## src/rtl/wb_counter_bank_pkg.sv

```systemverilog
`default_nettype none
// ============================================================================
// Module   : wb_counter_bank_pkg
// Purpose  : Register map, CTRL/STATUS bit positions and byte-lane helper
//            shared by the counter bank and its channels.
// Revision : 1.0
// ============================================================================
package wb_counter_bank_pkg;

    typedef enum logic [1:0] {
        REG_CTRL   = 2'd0,
        REG_COUNT  = 2'd1,
        REG_RELOAD = 2'd2,
        REG_STATUS = 2'd3
    } reg_sel_e;

    localparam int CTRL_EN     = 0;
    localparam int CTRL_DOWN   = 1;
    localparam int CTRL_ONESHOT = 2;
    localparam int CTRL_IRQ_EN = 3;
    localparam int CTRL_W      = 4;

    localparam int STAT_WRAP   = 0;

    function automatic logic [31:0] lane_mask(input logic [3:0] sel);
        return {{8{sel[3]}}, {8{sel[2]}}, {8{sel[1]}}, {8{sel[0]}}};
    endfunction

endpackage
`default_nettype wire

```

## src/rtl/counter_channel.sv

```systemverilog
`default_nettype none
// ============================================================================
// Module   : counter_channel
// Purpose  : One up/down counter with reload value, control bits and a
//            sticky write-1-to-clear WRAP flag.
// Revision : 1.0
// ============================================================================
module counter_channel
    import wb_counter_bank_pkg::*;
#(
    parameter int BITS = 16
) (
    input  logic              clk_i,
    input  logic              rst_ni,
    input  logic              freeze_i,
    input  logic              wr_ctrl_i,
    input  logic              wr_count_i,
    input  logic              wr_reload_i,
    input  logic              wr_status_i,
    input  logic [31:0]       wdata_i,
    input  logic [31:0]       wmask_i,
    output logic [BITS-1:0]   count_o,
    output logic [BITS-1:0]   reload_o,
    output logic [CTRL_W-1:0] ctrl_o,
    output logic              wrap_o
);

    logic [BITS-1:0]   count_q, count_d;
    logic [BITS-1:0]   reload_q, reload_d;
    logic [CTRL_W-1:0] ctrl_q, ctrl_d;
    logic              wrap_q, wrap_d;

    logic              w_tick;
    logic              w_wrap_evt;
    logic              w_w1c;
    logic [BITS-1:0]   w_count_nxt;
    logic [BITS-1:0]   w_dmask;
    logic [BITS-1:0]   w_wdata;
    logic              w_unused_ok;

    assign w_dmask = wmask_i[BITS-1:0];
    assign w_wdata = wdata_i[BITS-1:0];
    assign w_w1c   = wr_status_i & wdata_i[STAT_WRAP] & wmask_i[STAT_WRAP];
    assign w_tick  = ctrl_q[CTRL_EN] & ~freeze_i;

    always_comb begin
        w_count_nxt = count_q;
        w_wrap_evt  = 1'b0;
        if (ctrl_q[CTRL_DOWN]) begin
            if (count_q == '0) begin
                w_count_nxt = reload_q;
                w_wrap_evt  = w_tick;
            end else begin
                w_count_nxt = count_q - BITS'(1);
            end
        end else begin
            if (count_q == reload_q) begin
                w_count_nxt = '0;
                w_wrap_evt  = w_tick;
            end else begin
                w_count_nxt = count_q + BITS'(1);
            end
        end
        // A bus write to COUNT overrides the tick, so that tick cannot wrap.
        if (wr_count_i) begin
            w_wrap_evt = 1'b0;
        end
    end

    always_comb begin
        count_d  = w_tick ? w_count_nxt : count_q;
        reload_d = reload_q;
        ctrl_d   = ctrl_q;
        wrap_d   = w_wrap_evt | (wrap_q & ~w_w1c);
        if (w_wrap_evt & ctrl_q[CTRL_ONESHOT]) begin
            ctrl_d[CTRL_EN] = 1'b0;
        end
        if (wr_count_i) begin
            count_d = (count_q & ~w_dmask) | (w_wdata & w_dmask);
        end
        if (wr_reload_i) begin
            reload_d = (reload_q & ~w_dmask) | (w_wdata & w_dmask);
        end
        if (wr_ctrl_i) begin
            ctrl_d = (ctrl_q & ~wmask_i[CTRL_W-1:0]) | (wdata_i[CTRL_W-1:0] & wmask_i[CTRL_W-1:0]);
        end
    end

    always_ff @(posedge clk_i or negedge rst_ni) begin
        if (!rst_ni) begin
            count_q  <= '0;
            reload_q <= '0;
            ctrl_q   <= '0;
            wrap_q   <= 1'b0;
        end else begin
            count_q  <= count_d;
            reload_q <= reload_d;
            ctrl_q   <= ctrl_d;
            wrap_q   <= wrap_d;
        end
    end

    assign count_o  = count_q;
    assign reload_o = reload_q;
    assign ctrl_o   = ctrl_q;
    assign wrap_o   = wrap_q;

    assign w_unused_ok = &{1'b0, wdata_i, wmask_i};

endmodule
`default_nettype wire

```

## src/rtl/wb_counter_bank.sv

```systemverilog
`default_nettype none
// ============================================================================
// Module   : wb_counter_bank
// Purpose  : Wishbone-classic slave exposing a bank of counter channels,
//            with interrupt, GPIO and logic-analyzer visibility of counts.
// Revision : 1.0
// ============================================================================
module wb_counter_bank
    import wb_counter_bank_pkg::*;
#(
    parameter int BITS     = 16,
    parameter int CHANNELS = 4
) (
    input  logic            wb_clk_i,
    input  logic            wb_rst_i,
    input  logic            wbs_stb_i,
    input  logic            wbs_cyc_i,
    input  logic            wbs_we_i,
    input  logic [3:0]      wbs_sel_i,
    input  logic [31:0]     wbs_dat_i,
    input  logic [31:0]     wbs_adr_i,
    output logic            wbs_ack_o,
    output logic [31:0]     wbs_dat_o,
    input  logic [127:0]    la_data_in,
    output logic [127:0]    la_data_out,
    input  logic [127:0]    la_oenb,
    output logic [BITS-1:0] io_out,
    output logic [BITS-1:0] io_oeb,
    output logic [2:0]      irq
);

    localparam int LA_CH = (CHANNELS < (128 / BITS)) ? CHANNELS : (128 / BITS);

    logic ack_q, ack_d;
    logic irq_q, irq_d;

    logic        w_valid;
    logic        w_wr;
    logic        w_freeze;
    logic [3:0]  w_chan;
    reg_sel_e    w_reg;
    logic [31:0] w_mask;
    logic [31:0] w_rdata;
    logic [127:0] w_la;
    logic        w_unused_ok;

    logic [BITS-1:0]   w_count  [CHANNELS];
    logic [BITS-1:0]   w_reload [CHANNELS];
    logic [CTRL_W-1:0] w_ctrl   [CHANNELS];
    logic [CHANNELS-1:0] w_wrap;
    logic [CHANNELS-1:0] w_irq_en;

    assign w_valid  = wbs_cyc_i & wbs_stb_i;
    assign ack_d    = w_valid & ~ack_q;
    // Writes land on the edge that ends the ack cycle.
    assign w_wr     = w_valid & wbs_we_i & ack_q;
    assign w_chan   = wbs_adr_i[7:4];
    assign w_reg    = reg_sel_e'(wbs_adr_i[3:2]);
    assign w_mask   = lane_mask(wbs_sel_i);
    assign w_freeze = ~la_oenb[64] & la_data_in[64];

    generate
        for (genvar c = 0; c < CHANNELS; c++) begin : g_chan
            logic w_hit;
            assign w_hit       = w_wr & (w_chan == 4'(c));
            assign w_irq_en[c] = w_ctrl[c][CTRL_IRQ_EN];

            counter_channel #(
                .BITS (BITS)
            ) u_chan (
                .clk_i       (wb_clk_i),
                .rst_ni      (wb_rst_i),
                .freeze_i    (w_freeze),
                .wr_ctrl_i   (w_hit & (w_reg == REG_CTRL)),
                .wr_count_i  (w_hit & (w_reg == REG_COUNT)),
                .wr_reload_i (w_hit & (w_reg == REG_RELOAD)),
                .wr_status_i (w_hit & (w_reg == REG_STATUS)),
                .wdata_i     (wbs_dat_i),
                .wmask_i     (w_mask),
                .count_o     (w_count[c]),
                .reload_o    (w_reload[c]),
                .ctrl_o      (w_ctrl[c]),
                .wrap_o      (w_wrap[c])
            );
        end
    endgenerate

    // Out-of-range channel indices match no entry and read back zero.
    always_comb begin
        w_rdata = '0;
        for (int c = 0; c < CHANNELS; c++) begin
            if (w_chan == 4'(c)) begin
                case (w_reg)
                    REG_CTRL:   w_rdata = 32'(w_ctrl[c]);
                    REG_COUNT:  w_rdata = 32'(w_count[c]);
                    REG_RELOAD: w_rdata = 32'(w_reload[c]);
                    REG_STATUS: w_rdata = 32'(w_wrap[c]);
                    default:    w_rdata = '0;
                endcase
            end
        end
    end

    always_comb begin
        w_la = '0;
        for (int c = 0; c < LA_CH; c++) begin
            w_la[BITS*c +: BITS] = w_count[c];
        end
    end

    assign irq_d = |(w_wrap & w_irq_en);

    always_ff @(posedge wb_clk_i or negedge wb_rst_i) begin
        if (!wb_rst_i) begin
            ack_q <= 1'b0;
            irq_q <= 1'b0;
        end else begin
            ack_q <= ack_d;
            irq_q <= irq_d;
        end
    end

    assign wbs_ack_o   = ack_q;
    assign wbs_dat_o   = ack_q ? w_rdata : 32'h0;
    assign irq         = {2'b00, irq_q};
    assign io_out      = w_count[0];
    assign io_oeb      = {BITS{~wb_rst_i}};
    assign la_data_out = w_la;

    assign w_unused_ok = &{1'b0, wbs_adr_i[31:8], wbs_adr_i[1:0],
                           la_data_in[127:65], la_data_in[63:0],
                           la_oenb[127:65], la_oenb[63:0]};

endmodule
`default_nettype wire

```

## config.mk

```make
export PLATFORM = sky130hd
export DESIGN_NAME = wb_counter_bank
export DESIGN_NICKNAME = d
export VERILOG_FILES = /design/src/rtl/wb_counter_bank_pkg.sv /design/src/rtl/counter_channel.sv /design/src/rtl/wb_counter_bank.sv
export SDC_FILE = /design/constraint.sdc
export NUM_CORES = 1
export LEC_CHECK = 0
export ABC_AREA = 1
export BUFFER_PORTS_ARGS = -buffer_cell sky130_fd_sc_hd__buf_2
export CORE_AREA = 8 8 198 200
export CTS_BUF_LIST = sky130_fd_sc_hd__clkbuf_8 sky130_fd_sc_hd__clkbuf_16
export CTS_CLUSTER_SIZE = 30
export DETAILED_ROUTE_END_ITERATION = 6
export DIE_AREA = 0 0 206 208
export GPL_TIMING_DRIVEN = 0
export HOLD_SLACK_MARGIN = 0.02
export PLACE_DENSITY_LB_ADDON = 0.12
export SLEW_MARGIN = 0
export SYNTH_ARGS = -nofsm -noshare
export SYNTH_HDL_FRONTEND = slang
export SYNTH_SLANG_ARGS = --single-unit
export TNS_END_PERCENT = 30
```

## constraint.sdc

```tcl
create_clock -name wb_clk_i -period 2.2 [get_ports wb_clk_i]
set_clock_uncertainty 0.15 [all_clocks]
set_input_delay 0.44 -clock wb_clk_i [delete_from_list [all_inputs] [get_ports wb_clk_i]]
set_output_delay 0.44 -clock wb_clk_i [all_outputs]
set_load 0.01 [all_outputs]
```

Word-level counts from Yosys, hierarchy flattened:

Cells that the tools add are included.

* memory bits (read-only): 0
* bits in latches: 0
* word-level logic and storage cells: 194
* input port bits: 329
* register bits after elaboration: 150
* memory bits (writable): 0
* output and inout port bits: 196
* memories: 0

* divide/modulo/power cells: 0
* $mul: 0
* shift-type cells: 0
* add/subtract/negate cells: 8
* mux-type cells: 53
* reduce and logical (&&, ||, !) cells: 15
* magnitude comparators: 0
* equal/unequal tests: 10
* bitwise gates (word level): 86

Operator list (count)
* $pmux 32 s4: 4
* $mux 16: 20
* $mux 32: 5
* $and 16x16->16: 9
* $or 16x16->16: 8
* $add 16x1->16 const B: 4
* $eq 16x16->1: 4
* $logic_not 16->1: 4
* $sub 16x1->16 const B: 4
* $and 1x1->1: 45
* $and 4x4->4: 6
* $mux 1: 24
* $not 16->16: 1
* $or 4x4->4: 4
* $reduce_bool 2->1: 8
* $eq 4x2->1 const B: 2
* $not 1->1: 8
* $eq 2x2->1 const B: 2
* $eq 4x1->1 const B: 1
* $logic_not 4->1: 1
* $not 4->4: 1
* $or 1x1->1: 4
* $reduce_or 4->1: 1
* $eq 2x1->1 const B: 1
* $logic_not 2->1: 1

Depth between registers and ports, before layout:

* depth in word-level cells: 10
* gate-level depth with buffers: 13
* mapped depth without buffers: 13

By module:

Synthesis repeated with hierarchy kept, for this count alone.

* cells, all modules: 2535
* area, all modules: 15085.7 um^2

By module, submodules not included
* counter_channel (g_chan[0].u_chan ...): instances 3, cells an instance 501, area each 3113.0 um^2, seq. area each 925.9 um^2
* counter_channel (g_chan[3].u_chan): instances 1, cells an instance 509, area each 3120.5 um^2, seq. area each 925.9 um^2
* wb_counter_bank: instances 1, cells an instance 523, area each 2626.3 um^2, seq. area each 50.0 um^2

Least setup slack after synthesis:

No wires, ideal clock.

* path type: in2out
* start point: in wbs_adr_i[3]
* end point: out wbs_dat_o[2]
* arrival: 1485 ps
* slack: 125 ps
* data required time: 1610 ps
* stages: 8
* cells stage by stage: nor2_1 > inv_1 > buf_2 > o221ai_1 > o21ai_0 > nand2_1 > nand2_1 > a21oi_1

* longest elaborated chain between the ends: 7
* elaborated cells between the ends (all ways): 13
* classes of those cells: 3 x eq/ne; 9 x mux; 1 x reduce/logical

Ends and longest elaborated chain
* from (decl): RTL line wb_counter_bank.sv:21 `input logic [31:0] wbs_adr_i,`
* $eq 2x2->1 (tied with other cells): RTL line wb_counter_bank.sv:93 `case (w_reg)`
* $pmux 32 s4: RTL line wb_counter_bank.sv:93
* $mux 32 (3 in a row): RTL line wb_counter_bank.sv:92 `if (w_chan == 4'(c)) begin`
* $mux 32 (*): RTL line wb_counter_bank.sv:92
* $mux 32 (*): RTL line wb_counter_bank.sv:124 `assign wbs_dat_o = ack_q ? w_rdata : 32'h0;`
* to (decl): RTL line wb_counter_bank.sv:23 `output logic [31:0] wbs_dat_o,`

Mark *: on every way between the ends. The rest lies on a longest branch, timed or not. The select of a mux whose other input is x is not followed.

==> results.env <==
PLACED_CELLS=3176
ROUTABILITYCONGESTION=1.08
WORSTPATHBUFFERINVERTERCOUNT=3
TIMING_HOLD_VIOLATIONS_FINAL=0
FAILED_CHECKS='negative setup slack'
YS.FLOP_TYPE='sky130_fd_sc_hd__dfrtp_1'
DETAILROUTE.VIA_COUNT=18200
DIE_WIDTH_UM=206
SYNTH_SEQUENTIAL_AREA_RATIO=0.258
WIRE_PER_INST_UM=21.3
SYNTHARSTFLOPSHARE=1.00
CLKSLEWWORSTSETUPHOLDPATHS_NS=0.07
TIMING.FMAX_GHz=0.407
ARRIVAL_NS=1.86
STATIC-LEAKAGE-POWER_uW=0.0111
P_SW_FRAC=0.314
ROUTE.DETAILED.DRC=0
P_SW_uW=2250
CTS_SINKS=150
FIRST_ITER_VIOLATIONS=2005
YOSYS.AREA_SHARE.ADDER=0.0103
WORST_VOLTAGE_DROP_ACROSS_THE_VDD_GRID_V=0.000583
NUMBER_OF_SEARCH_AND_REPAIR_ITERATIONS_IN_THE_FIRST_DETAILED_ROUTING_PASS=5
GRT_UTIL_OVERALL=0.320
TIMING.HOLD.WORST.CLASS='input port to flop'
MET2WIRELENGTH_MM=31.6
DESIGN_POWER_TOTAL_uW=7180
POST_SYNTH.CELL_AREA_AVG_UM2=5.86
SYNTH_WARNINGS=0
SYNTH_COMPOUND_GATE_AREA_SHARE=0.136
WORST-PATH-MAX-FANOUT=9
AREA.GROWTH.SYNTH_TO_FINAL_PCT=37.1
INITIAL_CORE_UTILIZATION=0.404
LAYOUT-DRIVE-GT1-SHARE=0.282
WL_MET3_MM=6.29
CTS_BUFFER_DEPTH=2
FIRST_GLOBAL_VIAS=16500
FINALNONFILLERCELLS=3352
CRIT_CHAIN='buf_6, inv_4, o22ai_2, o211ai_1, a21oi_2, buf_2'
SYNTH-SEQ-CELLS=150
NUM-FILL-CELLS=3663
PIN_COUNT_OF_THE_BIGGEST_NET_ENTERING_GLOBAL_ROUTING=117
CRITICAL-PATH-SLOWEST-CELL='sky130_fd_sc_hd__dfrtp_1'
WORSTHOLDENDPOINT='wbs_ack_o'
R2R_DEPTH=11
CTS_HTREE_LEVELS=4
SYNTHESIS.INSTANCES=2484
FINALCOREUTILIZATION=0.553
COMB_POWER_SHARE=0.172
SYNTHXORXNORAREAFRAC=0.0283
LEADING_CELL_TYPE_IN_THE_LAYOUT_FILL_AND_TAPS_EXCLUDED='sky130_fd_sc_hd__nand2_1'
WIRELENGTH_MET1_MM=29.6
COUNT_OF_DISTINCT_CELL_TYPES_IN_THE_SYNTHESIZED_NETLIST=37
LAYOUT_WORST_PATH_CYCLE_SHARE=1.12
WORST_PATH_LARGEST_CELL_DELAY_NS=0.36
SEQ_POWER_SHARE=0.391
CTS_MADE_BUFFERS=17
DIE_H_UM=208
WORST-ENDPOINT-REQUIRED_NS=1.61
DIE_AREA_UM2=42800
SYNTH-SIMPLE-AREA-SHARE=0.406
POSTROUTEWIRELENGTH_MM=71.3
CRITPATHTOPFAMILY='compound AO/OA/AOI/OAI gates'
SYNTHESIS.AREA_UM2=14600
SETUP_TOTAL_NEGATIVE_SLACK_NS=-2.78
POST-ROUTE-MIN-PERIOD_NS=2.45
PLACE_HPWL_MM=52.1
MAXUSEDROUTINGLAYER='met4'
FINAL_NETS=3209
TRITONCTS='done'
IO_BUFFERS=142
GRT_SETUP_UNREPAIRED='yes'
CLK_ROOT_BUFFER_CELL='sky130_fd_sc_hd__clkbuf_16'
IOS=525
HOLDPATHSTAGES=3
INITIAL_ANTENNA_VIOLATION_COUNT=3
WORST_PATH_CLASS_SETUP='flop to output port'
SETUP_WS_NS=-0.255
SLEW_VIOLATIONS=0
SEQCELLAREA_UM2=3780
LAYOUT.CELLS.MOST_COMMON_LIST='sky130_fd_sc_hd__nand2_1, sky130_fd_sc_hd__buf_4, sky130_fd_sc_hd__nand3_1, sky130_fd_sc_hd__inv_1, sky130_fd_sc_hd__o21ai_0'
REPORT.FINAL.SETUP_VIOL=17
ROW_COUNT=70
SYNTH_TOP_FAMILY_BY_AREA='simple AND/OR/NAND/NOR gates'
MAXSLEWHEADROOM=0.547
SYNTH_ENABLE_FLOP_CELLS=0
CP-START-KIND='flop'
ANTENNA_VIOLATING_NETS_POST_ROUTE=0
INTERNAL_PORTION_OF_TOTAL_POWER_uW=4930
CP-END-KIND='output port'
RESULT_OF_THE_RUN='complete, but fails checks'
INSERTION_DELAY_NS=0.46
FIRST_PASS_GRT_WIRE_LENGTH_MM=104
MAXCAPVIOLCOUNT=0
VIAS_PER_INSTANCE=5.42
SYNTH.MUX.AREA_FRACTION=0
GRT_REMAINING_OVERFLOW=0
STD_CELL_CORE_AREA_UM2=36100
MAX_SLEW.WORST_PIN.SLEW_NS=0.680
SHARE_OF_TOTAL_POWER_IN_THE_CLOCK_NETWORK=0.436
POWER-PER-CELL-AREA_nW_PER_UM2=360
MIN-DELAY-START='wbs_stb_i'
R2R_SETUP_SLACK_NS=-0.02
MULTI_INPUT_COMB_AREA_UM2=9940
-- what timing repair did --
action / 4_1_cts / 5_1_grt
resized for setup: 423 / 178
setup endpoints to repair: 139 / 84
pin swaps: 55 / 48
endpoints found under the hold margin: 34 / 0
hold buffers: 2 / 0
cloned: 2 / 2
setup buffers: 71 / 66
-- per-layer routing --
layer  up-vias  track usage
met1      8497        0.432
met4         0        0.160
li1       8553            -
met3       159       0.0479
met5         -            0
met2       955        0.490
-- synth_stat cells (all sizes together) (2+ instances only) --
cell / number / share of area
o22ai: 37 / 0.016
clkinv: 3 / 0.00077
a221oi: 5 / 0.0030
nand3b: 12 / 0.0062
o21ai: 221 / 0.078
buf: 177 / 0.081
dfrtp: 150 / 0.26
o211ai: 11 / 0.0057
inv: 265 / 0.068
a211oi: 5 / 0.0026
o221ai: 21 / 0.013
nand3: 261 / 0.090
xnor2: 2 / 0.0012
a31oi: 5 / 0.0021
xor2: 45 / 0.027
clkbuf: 46 / 0.012
nor3: 6 / 0.0021
nor2: 213 / 0.059
ha: 12 / 0.010
a21oi: 44 / 0.015
nand4: 23 / 0.010
nand2: 916 / 0.24
-- kinds of logic after synthesis --
group                    count (synthesis)
AO/OA/AOI/OAI                          350
XOR/XNOR                                47
flip-flops                             150
adder cells (fa/ha/maj)                 12
other                                    1
buffers and inverters                  491
AND/OR/NAND/NOR                       1433
-- tightest hold or removal path: stages --
cell and delay, ns:
sky130_fd_sc_hd__buf_2 0.12, sky130_fd_sc_hd__nand2_1 0.05, sky130_fd_sc_hd__nor2_1 0.03
-- worst max path at each step --
stage                            start       endpoint  slack, ns  depth (start not counted)
after detailed placement  wbs_sel_i[1]           flop      -0.97                          6
after global placement        wb_rst_i      io_oeb[1]      -2.97                          4
final                             flop  wbs_dat_o[10]      -0.25                          6
after CTS                         flop   wbs_dat_o[3]      -0.26                          8
after global routing              flop   wbs_dat_o[3]      -0.29                          8
after floorplan           wbs_adr_i[3]   wbs_dat_o[2]       0.12                          8
-- power groups by stage --
stage	Sequential (uW)	Combinational [uW]	Clock [uW]
CTS	2810	1100	3170
floorplan	2850	526	0
detailed placement	2860	916	0
finish	2810	1240	3130
global route	2810	1300	3260
global placement	2860	904	0
-- per-stage QoR --
stage | hold slack (ns) | worst slack, ns | cell area, um^2
2_1_floorplan | -0.00559 | 0.125 | 14900
3_3_place_gp | 0.321 | -2.97 | 16200
3_5_place_dp | 0.184 | -0.966 | 16200
4_1_cts | 0.0642 | -0.260 | 18900
5_1_grt | 0.0871 | -0.287 | 20000
6_report | 0.0827 | -0.255 | 20000
-- final cells by class --
type,instances,share of cell area
Timing Repair Buffer,285,0.0985
Sequential cell,150,0.189
Inverter,268,0.0586
Tap cell,468,0.0293
Antenna cell,3,0.000376
Clock buffer,18,0.0220
Clock inverter,14,0.00758
Multi-Input combinational cell,1925,0.498
Buffer,221,0.0961
No activity file was read; power rests on OpenSTA's default activity.
